==> config.mk <==
export PLATFORM = sky130hd
export DESIGN_NAME = add_pipe_flat
export DESIGN_NICKNAME = d
export VERILOG_FILES = /design/src/rtl/add_pipe_if.sv /design/src/rtl/add_pipe.sv /design/src/flat_wrapper.sv
export SDC_FILE = /design/constraint.sdc
export NUM_CORES = 1
export LEC_CHECK = 0
export ABC_AREA = 1
export CORE_MARGIN = 1
export CORE_UTILIZATION = 50
export DETAILED_ROUTE_END_ITERATION = 7
export PLACE_DENSITY = 0.81
export REMOVE_ABC_BUFFERS = 1
export SYNTH_ARGS = -nofsm -noshare
export SYNTH_HDL_FRONTEND = slang
export SYNTH_SLANG_ARGS = --single-unit
export TNS_END_PERCENT = 50
==> constraint.sdc <==
create_clock -name clk -period 5.6 [get_ports clk]
set_input_delay 1.68 -clock clk [delete_from_list [all_inputs] [get_ports clk]]
set_output_delay 1.68 -clock clk [all_outputs]
set_load 0.02 [all_outputs]
==> src/rtl/add_pipe_if.sv <==
// Operand/result handshake bundle for add_pipe; slave is the adder's view, master the driver's.
// The sat signal only exists when ADD_PIPE_SATURATE_EN is defined.
interface add_pipe_if #(
  parameter int WIDTH = 8
);
  logic             in_valid;
  logic             in_ready;
  logic [WIDTH-1:0] a;
  logic [WIDTH-1:0] b;
  logic             sub;
  logic             cin;
`ifdef ADD_PIPE_SATURATE_EN
  logic             sat;
`endif
  logic             out_valid;
  logic             out_ready;
  logic [WIDTH-1:0] sum;
  logic             cout;
  logic             ovf;

  modport slave (
`ifdef ADD_PIPE_SATURATE_EN
    input  sat,
`endif
    input  in_valid, a, b, sub, cin, out_ready,
    output in_ready, out_valid, sum, cout, ovf
  );

  modport master (
`ifdef ADD_PIPE_SATURATE_EN
    output sat,
`endif
    output in_valid, a, b, sub, cin, out_ready,
    input  in_ready, out_valid, sum, cout, ovf
  );
endinterface

==> src/rtl/add_pipe.sv <==
// add_pipe: WIDTH-bit add/sub with carry-in, carry chain cut into STAGES registered segments.
// Optional signed saturation of the result when ADD_PIPE_SATURATE_EN is defined.
module add_pipe #(
  parameter int WIDTH  = 8,
  parameter int STAGES = 2
) (
  input  logic      clk,
  input  logic      rst,
  add_pipe_if.slave bus
);
  localparam int SEG  = WIDTH / STAGES;
  localparam int LAST = STAGES - 1;

  if ((WIDTH < 2) || (STAGES < 1) || ((WIDTH % STAGES) != 0)) begin : g_bad_cfg
    $error("add_pipe: WIDTH must be >= 2 and a multiple of STAGES");
  end

  // Stage k registers: partial sum up to segment k, its carry, and the skewed operands.
  logic             r_vld   [STAGES];
  logic             r_carry [STAGES];
  logic [WIDTH-1:0] r_sum   [STAGES];
  logic [WIDTH-1:0] r_a     [STAGES];
  logic [WIDTH-1:0] r_b     [STAGES];
  logic             r_ovf;

  logic             w_en;
  logic             w_vin    [STAGES];
  logic [WIDTH-1:0] w_op_a   [STAGES];
  logic [WIDTH-1:0] w_op_b   [STAGES];
  logic             w_cin    [STAGES];
  logic [WIDTH-1:0] w_part   [STAGES];
  logic [WIDTH-1:0] w_nsum   [STAGES];
  logic             w_ncarry [STAGES];
  logic [SEG:0]     w_seg;
  logic             w_msb_c;
  logic             w_ovf;
  logic [WIDTH-1:0] w_res;

`ifdef ADD_PIPE_SATURATE_EN
  logic             r_sat [STAGES];
  logic             w_sat [STAGES];
`endif

  assign w_en          = bus.out_ready | ~r_vld[LAST];
  assign bus.in_ready  = w_en;
  assign bus.out_valid = r_vld[LAST];
  assign bus.sum       = r_sum[LAST];
  assign bus.cout      = r_carry[LAST];
  assign bus.ovf       = r_ovf;

  always_comb begin
    w_seg     = '0;
    w_vin[0]  = bus.in_valid;
    w_op_a[0] = bus.a;
    w_op_b[0] = bus.b ^ {WIDTH{bus.sub}};
    w_cin[0]  = bus.cin ^ bus.sub;
    w_part[0] = '0;
`ifdef ADD_PIPE_SATURATE_EN
    w_sat[0]  = bus.sat;
`endif
    for (int k = 1; k < STAGES; k++) begin
      w_vin[k]  = r_vld[k-1];
      w_op_a[k] = r_a[k-1];
      w_op_b[k] = r_b[k-1];
      w_cin[k]  = r_carry[k-1];
      w_part[k] = r_sum[k-1];
`ifdef ADD_PIPE_SATURATE_EN
      w_sat[k]  = r_sat[k-1];
`endif
    end
    for (int k = 0; k < STAGES; k++) begin
      w_seg = {1'b0, w_op_a[k][k*SEG +: SEG]} + {1'b0, w_op_b[k][k*SEG +: SEG]}
            + {{SEG{1'b0}}, w_cin[k]};
      w_nsum[k]               = w_part[k];
      w_nsum[k][k*SEG +: SEG] = w_seg[SEG-1:0];
      w_ncarry[k]             = w_seg[SEG];
    end
  end

  // Carry into the MSB is recovered from the MSB sum bit, so ovf needs no extra chain tap.
  always_comb begin
    w_msb_c = w_op_a[LAST][WIDTH-1] ^ w_op_b[LAST][WIDTH-1] ^ w_nsum[LAST][WIDTH-1];
    w_ovf   = w_msb_c ^ w_ncarry[LAST];
    w_res   = w_nsum[LAST];
`ifdef ADD_PIPE_SATURATE_EN
    if (w_sat[LAST] && w_ovf) begin
      w_res = w_op_a[LAST][WIDTH-1] ? {1'b1, {(WIDTH-1){1'b0}}} : {1'b0, {(WIDTH-1){1'b1}}};
    end
`endif
  end

  always_ff @(posedge clk) begin
    if (rst) begin
      for (int k = 0; k < STAGES; k++) begin
        r_vld[k]   <= 1'b0;
        r_carry[k] <= 1'b0;
        r_sum[k]   <= '0;
        r_a[k]     <= '0;
        r_b[k]     <= '0;
`ifdef ADD_PIPE_SATURATE_EN
        r_sat[k]   <= 1'b0;
`endif
      end
      r_ovf <= 1'b0;
    end else if (w_en) begin
      for (int k = 0; k < STAGES; k++) begin
        r_vld[k] <= w_vin[k];
      end
      for (int k = 0; k < LAST; k++) begin
        r_sum[k]   <= w_nsum[k];
        r_carry[k] <= w_ncarry[k];
        r_a[k]     <= w_op_a[k];
        r_b[k]     <= w_op_b[k];
`ifdef ADD_PIPE_SATURATE_EN
        r_sat[k]   <= w_sat[k];
`endif
      end
      // Output registers only move on a real transaction so they keep their last result.
      if (w_vin[LAST]) begin
        r_sum[LAST]   <= w_res;
        r_carry[LAST] <= w_ncarry[LAST];
        r_ovf         <= w_ovf;
      end
    end
  end
endmodule
==> src/flat_wrapper.sv <==
// flat-port wrapper written by rule: the top's interface ports become plain ports
module add_pipe_flat 
#(
  parameter int WIDTH  = 8,
  parameter int STAGES = 2
)
  (clk, rst, bus_in_valid, bus_a, bus_b, bus_sub, bus_cin, bus_out_ready, bus_in_ready, bus_out_valid, bus_sum, bus_cout, bus_ovf);
  add_pipe_if #(.WIDTH(WIDTH)) bus_i ();
  input  logic clk;
  input  logic rst;
  input wire logic [$bits(bus_i.in_valid)-1:0] bus_in_valid;
  input wire logic [$bits(bus_i.a)-1:0] bus_a;
  input wire logic [$bits(bus_i.b)-1:0] bus_b;
  input wire logic [$bits(bus_i.sub)-1:0] bus_sub;
  input wire logic [$bits(bus_i.cin)-1:0] bus_cin;
  input wire logic [$bits(bus_i.out_ready)-1:0] bus_out_ready;
  output wire logic [$bits(bus_i.in_ready)-1:0] bus_in_ready;
  output wire logic [$bits(bus_i.out_valid)-1:0] bus_out_valid;
  output wire logic [$bits(bus_i.sum)-1:0] bus_sum;
  output wire logic [$bits(bus_i.cout)-1:0] bus_cout;
  output wire logic [$bits(bus_i.ovf)-1:0] bus_ovf;
  assign bus_i.in_valid = bus_in_valid;
  assign bus_i.a = bus_a;
  assign bus_i.b = bus_b;
  assign bus_i.sub = bus_sub;
  assign bus_i.cin = bus_cin;
  assign bus_i.out_ready = bus_out_ready;
  assign bus_in_ready = bus_i.in_ready;
  assign bus_out_valid = bus_i.out_valid;
  assign bus_sum = bus_i.sum;
  assign bus_cout = bus_i.cout;
  assign bus_ovf = bus_i.ovf;
  add_pipe #(.WIDTH(WIDTH), .STAGES(STAGES)) u_core (.clk(clk), .rst(rst), .bus(bus_i));
endmodule
**Word-level counts from Yosys, hierarchy flattened**

Memory sizes are Yosys's and may differ from the RTL's.
Cells that the tools add are included.

- Reductions and logical operators: 1
- Mux-type cells: 17
- Add/subtract/negate cells: 4
- Bitwise logic cells: 15

Operators with widths:

| cell | count |
|---|---|
| two-way mux 8 bit | 4 |
| two-way mux 1 bit | 13 |
| adder 4 x 4 -> 5 bit | 2 |
| adder 5 x 1 -> 5 bit | 2 |
| bitwise OR 1 bit | 9 |
| XOR 8 bit | 1 |
| XOR 1 bit | 4 |
| AND reduction 2 bit | 1 |
| inverter 1 bit | 1 |

- Logic and storage cells: 43
- Bits in registers: 1
- Input bits: 22
- Memory bits (writable): 52
- Output and inout bits: 12
- Memories: 5

Memories:

| memory | depth | width | rd ports | clocked after memory_dff | write ports | RTL line | text |
|---|---|---|---|---|---|---|---|
| u_core.r_a | 2 | 8 | 1 | 0 | 2 | add_pipe.sv:22 | `logic [WIDTH-1:0] r_a [STAGES];` |
| u_core.r_b | 2 | 8 | 1 | 0 | 2 | add_pipe.sv:23 | `logic [WIDTH-1:0] r_b [STAGES];` |
| u_core.r_sum | 2 | 8 | 2 | 0 | 2 | add_pipe.sv:21 | `logic [WIDTH-1:0] r_sum [STAGES];` |
| u_core.r_carry | 2 | 1 | 2 | 0 | 2 | add_pipe.sv:20 | `logic r_carry [STAGES];` |
| u_core.r_vld | 2 | 1 | 2 | 0 | 2 | add_pipe.sv:19 | `logic r_vld [STAGES];` |

**Depth between registers and ports, before layout**

An unclocked memory read counts as a cell.

- Word-level depth: 7
- Gate-level depth with buffers: 11
- Mapped depth without buffers: 11

**Least setup slack after synthesis**

Ideal clock, no wire load.

- Kind: input -> output
- Start: input port bus_out_ready
- End: output port bus_in_ready
- Arrival: 1901 ps
- Path buffers: 0
- Stages on the path: 2
- Slack: 2019 ps
- Path through: inv_1 nand2_1

- Longest elaborated chain between the ends: 1

RTL lines:

| element | RTL line | text |
|---|---|---|
| start: declaration | flat_wrapper.sv:16 | `input wire logic [$bits(bus_i.out_ready)-1:0] bus_out_ready;` |
| bitwise OR 1 bit | add_pipe.sv:44 | `assign w_en = bus.out_ready \| ~r_vld[LAST];` |
| end: declaration | flat_wrapper.sv:17 | `output wire logic [$bits(bus_i.in_ready)-1:0] bus_in_ready;` |

Every way passes these cells.

**Final worst setup path**

Ends and elaborated chain as after synthesis.

==> results.toml <==
[routing]
wl_per_cell_um = 10.6
detail_route.wirelength_mm = 2.05
drt_iter0_drc = 18
vias = 916
routed_via_density = 4.75
drc = 0
firstDrtPassIters = 4
ant_nets = 0

[sta]
slew_headroom_pct = 55.4
worst_pin_slew_ns = 0.668
fmax_ghz = 0.218
finalSetupTns_ns = 0
hold-worst-slack_ns = 0.560
rsz0062_at_grt = "no"
finalSetupViolCount = 0
finalCritPeriodShare_pct = 81.8
fin_crit_ns = 4.58
maxSlewViolCount = 0
fin_skew_ns = 0.00594
hold_viol_final = 0

[clocking]
cts_root_buf = "clkbuf_4"
path_clk_slew_ns = 0.12
cts_hold_buf = 0
tritoncts = "done"
ctsResizeCount = 0
cts_setup_buffers = 0
ctsLongestPathBuffers = 2
cts.sinks = 25
htree_levels = 1
cts_buffers = 3
insertion_delay_ns = 0.31

[setup_path]
r2r_slack_ns = 3.94
cp-start-kind = "primary input"
end_kind = "output pin"
crit_type = "primary input to output pin"
arrival_ns = 2.90
crit_required_ns = 3.92
worst-path-max-fanout = 3

[floorplanning]
num_io_pins = 34
core_area_um2 = 2570
start_util_pct = 54.6
die_h_um = 55.0
die_w_um = 55.0
num_rows = 18
dieArea_um2 = 3020

[finish]
seq_area_um2 = 741
drive_gt1_share_pct = 3.68
multiInputGateArea_um2 = 497
synthToLayoutAreaGrowth_pct = 22.7
fin_nets = 196
antenna_cells = 0
fill_cells = 203
most-common-layout-cells = "clkdlybuf4s50_1, inv_1, nor2_1, edfxtp_1, nand2_1"
final_common_cell = "clkdlybuf4s50_1"

[power_and_ir_drop]
p_total_mw = 0.426
p_leak_nw = 0.754
cellPowerDensity_nw_per_um2 = 247
peakVddDrop_mv = 0.170

[yosys]
synth_area_leaders = "edfxtp_1, inv_1, nor2_1, fa_1, ha_1"
ys_ff_latch = 25
synth_top_area_cell = "edfxtp_1"
synth_cell_type_count = 22
ys_warn_count = 0
seq_area_frac_synth_pct = 52.8
netlist_instances = 137
synthesis.area_um2 = 1400
synth_top_area_share_pct = 51.4
synth.avg_cell_area_um2 = 10.2

[global_route]
grt_pass1_wl_mm = 3.41
grt.total_usage_pct = 16.6
grt.overflow.total = 0
grt_antenna_before_repair = 0
grt_max_degree = 24
first_global_vias = 858

[worst_hold_path]
worstHoldPathType = "register to register"

[place]
gp_congestion = 0.793
hpwl_mm = 1.64
portBuffers = 33

[run_status]
status = "finished, final reports clean"

[flow_run]
drv_cap = 0
cell usage after synthesis:
cell type	count
or2_0	1
a21oi_1	5
nand3_1	3
o21bai_1	1
xor2_1	2
or2_1	1
ha_1	6
edfxtp_1	24
fa_1	4
nand3b_1	1
dfxtp_1	1
nand2_1	15
a21oi_2	1
nand2_2	2
nor2_1	24
inv_1	24
xnor2_1	7
nor3b_1	2
o21a_1	1
buf_2	3
o21ai_0	1
buf_4	8
layer usage:
layer / share of wire [%] / vias to the layer above / GRT usage [%]
li1: - / 475 / -
met3: 5.8 / 4 / 0.820
met4: 2.8 / 0 / 13.8
met2: 51 / 37 / 30.9
met5: 0 / - / 0
met1: 41 / 400 / 16.9
worst paths after layout:
kind                            depth (start not counted)          startpoint                   end
worst max register to register                          8    u_core.r_a[0][4]  u_core.r_carry[0][1]
worst min register to register                          2  u_core.r_sum[0][3]   u_core.r_sum[0][11]
worst max-delay path                                    4       bus_out_ready          bus_in_ready
worst min-delay path                                    2  u_core.r_sum[0][3]   u_core.r_sum[0][11]
sequential cells by signal (all words and copies together) (netlist names):
register / flops
u_core.bus.ovf: 1
u_core.r_carry: 2
u_core.r_vld: 2
u_core.r_sum: 12
u_core.r_b: 4
u_core.r_a: 4
cell type report:
cell class	count	area share, %
clock buffer	4	1.53
inverter	24	5.23
multi-input combinational	77	28.9
sequential	25	43.0
tap	30	2.18
timing repair buffer	33	19.2
power breakdown:
group	leakage (nW)	internal, mW	switching, mW	total (mW)
sequential	0.276	0.230	0.00698	0.237
combinational	0.463	0.0545	0.0571	0.112
clock	0.0150	0.0278	0.0496	0.0774
worst max-delay path: stages:
cell	delay, ns
clkdlybuf4s50_1	0.46
inv_1	0.05
nand2_1	0.10
clkdlybuf4s50_1	0.61
logic make-up after synthesis:
family                   Yosys count  synth area share, %
AND/OR/NAND/NOR                   49                 14.9
AO/OA/AOI/OAI                      9                 3.84
XOR/XNOR                           9                 5.62
adder cells (fa/ha/maj)           10                 11.1
flip-flops                        25                 52.8
buffers and inverters             35                 11.8
per-stage QoR:
step / setup WS [ns] / utilization [%] / instances / instance area (µm²)
after CTS: 1.02 / 67.1 / 193 / 1720
after floorplan: 2.02 / - / 126 / 1330
after global placement: 1.04 / 66.0 / 189 / 1700
after detailed placement: 1.02 / 66.0 / 189 / 1700
after global routing: 0.970 / 67.1 / 193 / 1720
final: 1.02 / 67.1 / 193 / 1720
No activity file was read; power rests on OpenSTA's default activity.
